`config.mk`:
```
export PLATFORM = sky130hd
export DESIGN_NAME = mcu0_mem_arbiter
export DESIGN_NICKNAME = d
export VERILOG_FILES = /design/src/rtl/mcu0_mem_arbiter.sv
export SDC_FILE = /design/constraint.sdc
export NUM_CORES = 1
export LEC_CHECK = 0
export ABC_AREA = 1
export BUFFER_PORTS_ARGS = -buffer_cell sky130_fd_sc_hd__buf_2
export CAP_MARGIN = 20
export CELL_PAD_IN_SITES_DETAIL_PLACEMENT = 1
export CELL_PAD_IN_SITES_GLOBAL_PLACEMENT = 1
export CORE_ASPECT_RATIO = 1.25
export CORE_MARGIN = 1
export CORE_UTILIZATION = 30
export DETAILED_ROUTE_END_ITERATION = 8
export MAX_ROUTING_LAYER = met4
export PLACE_DENSITY = 0.7
export RECOVER_POWER = 100
export SYNTH_ARGS = -nofsm -noshare
export SYNTH_HDL_FRONTEND = slang
export SYNTH_SLANG_ARGS = --single-unit
```
`constraint.sdc`:
```
create_clock -name clock -period 2.55 [get_ports clock]
set_input_delay 0.255 -clock clock [delete_from_list [all_inputs] [get_ports clock]]
set_output_delay 0.255 -clock clock [all_outputs]
set_load 0.02 [all_outputs]
```
`src/rtl/mcu0_mem_arbiter.sv`:
```
// mcu0_mem_arbiter: round-robin arbiter that gives two 16-bit word ports access to the
// byte-wide synchronous MCU0 memory, one big-endian word (two byte cycles) at a time.
module mcu0_mem_arbiter #(
    parameter int AW = 12
) (
    input  logic          clock,
    input  logic          reset,
    input  logic          req0,
    input  logic          we0,
    input  logic [AW-1:0] addr0,
    input  logic [15:0]   wdata0,
    output logic          gnt0,
    output logic          ack0,
    input  logic          req1,
    input  logic          we1,
    input  logic [AW-1:0] addr1,
    input  logic [15:0]   wdata1,
    output logic          gnt1,
    output logic          ack1,
    output logic [15:0]   rdata,
    output logic          busy,
    output logic [AW-1:0] mem_addr,
    output logic          mem_we,
    output logic [7:0]    mem_wdata,
    input  logic [7:0]    mem_rdata,
    output logic [1:0]    dbg_state
);

    // Requester handshake: hold reqN/weN/addrN/wdataN stable until gntN pulses; the
    // arbiter samples them only on an IDLE edge. ackN pulses one cycle when the word is
    // done, and rdata is valid in that cycle for reads. A req still high during ack
    // requests another word.
    typedef enum logic [1:0] {
        IDLE = 2'd0,
        HI   = 2'd1,
        LO   = 2'd2,
        FIN  = 2'd3
    } state_t;

    state_t        r_state;
    state_t        w_next;
    logic          r_last;
    logic          r_sel;
    logic          r_we;
    logic [AW-1:0] r_addr;
    logic [15:0]   r_wdata;
    logic [7:0]    r_hi;
    logic [15:0]   r_rdata;
    logic          r_gnt0;
    logic          r_gnt1;
    logic          r_ack0;
    logic          r_ack1;

    logic          w_win;
    logic          w_sel;
    logic [AW-1:0] w_addr_lo;

    assign w_win     = req0 | req1;
    assign w_sel     = (req0 & req1) ? ~r_last : req1;
    assign w_addr_lo = r_addr + AW'(1);

    always_ff @(posedge clock or posedge reset) begin
        if (reset) begin
            r_state <= IDLE;
        end else begin
            r_state <= w_next;
        end
    end

    always_comb begin
        w_next = r_state;
        case (r_state)
            IDLE:    w_next = w_win ? HI : IDLE;
            HI:      w_next = LO;
            LO:      w_next = FIN;
            FIN:     w_next = IDLE;
            default: w_next = IDLE;
        endcase
    end

    always_comb begin
        mem_addr  = '0;
        mem_we    = 1'b0;
        mem_wdata = 8'h00;
        case (r_state)
            HI: begin
                mem_addr  = r_addr;
                mem_we    = r_we;
                mem_wdata = r_wdata[15:8];
            end
            LO: begin
                mem_addr  = w_addr_lo;
                mem_we    = r_we;
                mem_wdata = r_wdata[7:0];
            end
            FIN: begin
                mem_addr  = w_addr_lo;
            end
            default: ;
        endcase
    end

    // Memory read data lags the address by one cycle: the high byte is on mem_rdata
    // during LO, the low byte during FIN.
    always_ff @(posedge clock or posedge reset) begin
        if (reset) begin
            r_last  <= 1'b1;
            r_sel   <= 1'b0;
            r_we    <= 1'b0;
            r_addr  <= '0;
            r_wdata <= 16'h0000;
            r_hi    <= 8'h00;
            r_rdata <= 16'h0000;
            r_gnt0  <= 1'b0;
            r_gnt1  <= 1'b0;
            r_ack0  <= 1'b0;
            r_ack1  <= 1'b0;
        end else begin
            r_gnt0 <= 1'b0;
            r_gnt1 <= 1'b0;
            r_ack0 <= 1'b0;
            r_ack1 <= 1'b0;
            case (r_state)
                IDLE: begin
                    if (w_win) begin
                        r_sel   <= w_sel;
                        r_last  <= w_sel;
                        r_we    <= w_sel ? we1 : we0;
                        r_addr  <= w_sel ? addr1 : addr0;
                        r_wdata <= w_sel ? wdata1 : wdata0;
                        r_gnt0  <= ~w_sel;
                        r_gnt1  <= w_sel;
                    end
                end
                LO: begin
                    r_hi <= mem_rdata;
                end
                FIN: begin
                    if (!r_we) begin
                        r_rdata <= {r_hi, mem_rdata};
                    end
                    r_ack0 <= ~r_sel;
                    r_ack1 <= r_sel;
                end
                default: ;
            endcase
        end
    end

    assign gnt0      = r_gnt0;
    assign gnt1      = r_gnt1;
    assign ack0      = r_ack0;
    assign ack1      = r_ack1;
    assign rdata     = r_rdata;
    assign busy      = (r_state != IDLE);
    assign dbg_state = r_state;

endmodule

```
==> impl_metrics.ini <==
[run_status]
status = completed

[global_routing]
grt_max_degree = 32
grt_pass1_wl_um = 14700
antenna_found_initial = 0
grt_usage_pct = 18.9
grt-ovfl-total = 0
first_global_vias = 3064

[drt]
via_per_inst = 4.75
vias = 2915
routedWlPerCell_um = 14.6
ant_nets = 0
firstDrtPassIters = 4
totalWireLength_um = 8940
drt-initial-drc-count = 122
route.detailed.drc = 0

[final_layout]
area_growth_pct = 30.2
diodes = 0
drive_above_1_share_pct = 21.1
finalNetCount = 558
final_core_utilization_pct = 40.6
num-fill-cells = 1248

[yosys]
synth_edf_count = 0
synthTopCellsByArea = dfrtp_1, nand2_1, o21ai_0
synth_seq_cells = 61
syn_area_mm2 = 0.00301
synth_area_leader_cell = dfrtp_1
synth_cell_types = 26
synth_fp_nets = 445
synthFlopType = dfrtp_1
synth_warnings = 0
yosysMostFrequentCell = nand2_1
syn-instance-count = 370
synth_common_cells = nand2_1, dfrtp_1, o21ai_0, nor2_1, inv_1
async_flop_share_pct = 100
yosysTopAreaCellShare_pct = 49.9
synth.avg_cell_area_um2 = 8.13
ys_seq_area_share_pct = 50.8

[worst_setup_path]
start_kind = flop
crit_type = flop to primary output
path_buf_inv = 3
crit_path_end_kind = primary output
crit_required_ns = 2.30
cp_top_family = buffers and inverters
crit_arrival_ns = 2.07
crit_fanout = 11
critPathMaxStageDelay_ns = 0.41
path_cells = inv_1 -> ha_1 -> clkbuf_2 -> nand2_1 -> a21oi_1 -> clkbuf_1
critPathSlowestCell = dfrtp_1

[floorplan]
fp.dieH_um = 114
dieArea_mm2 = 0.0104
initial_core_util_pct = 31.2
die_x_um = 91.6
rows = 40
io_pins = 114
core_area_mm2 = 0.00966

[placement]
routabilityCongestion = 0.811
numPortBuffers = 113
hpwlAfterDp_um = 6620

[sta]
hold_violations = 0
grt_setup_unrepaired = no
max_slew.worst_pin.slew_ns = 1.14
min_period_ns = 2.33
slew_headroom_pct = 24.0
tns_ns = 0
final-setup-viol-count = 0
maxSlewViolCount = 0
finClkSkew_ns = 0.00469
period_share_pct = 91.3
fmax_mhz = 429

[power_and_ir_drop]
p_per_area_mw_per_mm2 = 1410
power_leakage_nw = 1.92
ir_drop_uv = 491

[cts]
clk_latency_ns = 0.33
clockBufferDepth = 2
holdBufCountCts = 0
clockRootBuffer = clkbuf_16
cts_resized = 0
cts_made_buffers = 9
cts_sinks = 61
post_cts_buffers = 0
clk_pin_slew_ns = 0.06
cts_tree = yes
cts_htree_levels = 3

[worst_hold_path]
hp-class = primary input to flop

[job]
max_cap_viol_count = 0
[cells by family (layout without fill, tap and decap cells)]
group / count (synthesis) / count (layout) / share of synthesized area (%)
AO/OA/AOI/OAI: 78 / 78 / 13.4
AND/OR/NAND/NOR: 170 / 170 / 23.0
adder cells (fa/ha/maj): 5 / 5 / 2.08
flip-flops: 61 / 61 / 50.8
buffers and inverters: 48 / 166 / 7.28
multiplexers: 8 / 8 / 3.49
[layout by cell type, fill, tap and decap left out, types with 3 or more instances in the layout]
master / count
a21oi_1: 19
o21ai_1: 3
inv_1: 29
mux2_1: 4
o21ai_0: 47
ha_1: 5
clkbuf_16: 9
clkbuf_1: 41
dfrtp_1: 60
o22ai_1: 7
nor2_1: 29
mux2_2: 4
nand3_1: 20
nand2_1: 114
buf_2: 74
[sequential cells by signal, indices dropped and copies added, names as in the netlist]
register   cells
r_sel          1
gnt1           1
ack1           1
rdata         16
r_wdata       16
gnt0           1
ack0           1
r_last         1
dbg_state      2
r_addr        12
r_hi           8
r_we           1
[layer usage]
layer	up-vias	track usage [%]	wire, um
li1	1422	-	-
met1	1372	22.5	3960
met2	100	30.8	4280
met3	21	3.47	434
met4	0	9.42	265
met5	-	-	0
[tightest hold or removal path: cells and delay by family]
kind                   cells  cell delay [ns]
AND/OR/NAND/NOR            2             0.09
buffers and inverters      1             0.08
[path summary, 6_finish.rpt]
path / depth (start not counted) / start / to / slack (ns)
min: 3 / wdata0[2] / r_wdata[2] / 0.14
max: 6 / dbg_state[1] / mem_wdata[6] / 0.22
max in group asynchronous: 3 / reset / r_wdata[14] / 0.92
min in group asynchronous: 2 / reset / rdata[2] / 0.22
min reg2reg: 1 / r_sel / ack0 / 0.47
max reg2reg: 5 / dbg_state[0] / rdata[4] / 0.46
[layout make-up]
class | instances | area, um2 | share of cell area, %
sequential | 61 | 1530 | 39.0
multi-input combinational | 261 | 1250 | 31.8
timing repair buffer | 118 | 546 | 13.9
clock buffer | 10 | 229 | 5.84
tap | 126 | 158 | 4.02
inverter | 32 | 123 | 3.13
clock inverter | 6 | 87.6 | 2.24
[power breakdown]
group | switching [mW] | total [mW] | internal (mW) | leakage [nW]
Sequential | 0.306 | 1.76 | 1.45 | 0.746
Clock | 0.438 | 1.29 | 0.854 | 0.156
Combinational | 1.73 | 2.48 | 0.758 | 1.02
[through the flow]
step / hold WS [ns] / worst slack (ns) / instance area [um2] / power (mW) / instances
2_1_floorplan: 0.372 / 0.637 / 3010 / 3.57 / 370
3_5_place_dp: 0.394 / 0.501 / 3690 / 4.43 / 598
4_1_cts: 0.0390 / 0.288 / 4000 / 5.76 / 614
5_1_grt: 0.146 / 0.115 / 3920 / 5.99 / 614
3_3_place_gp: 0.393 / 0.520 / 3690 / 4.36 / 598
6_report: 0.136 / 0.221 / 3920 / 5.53 / 614
(Power assumes the default switching activity.)
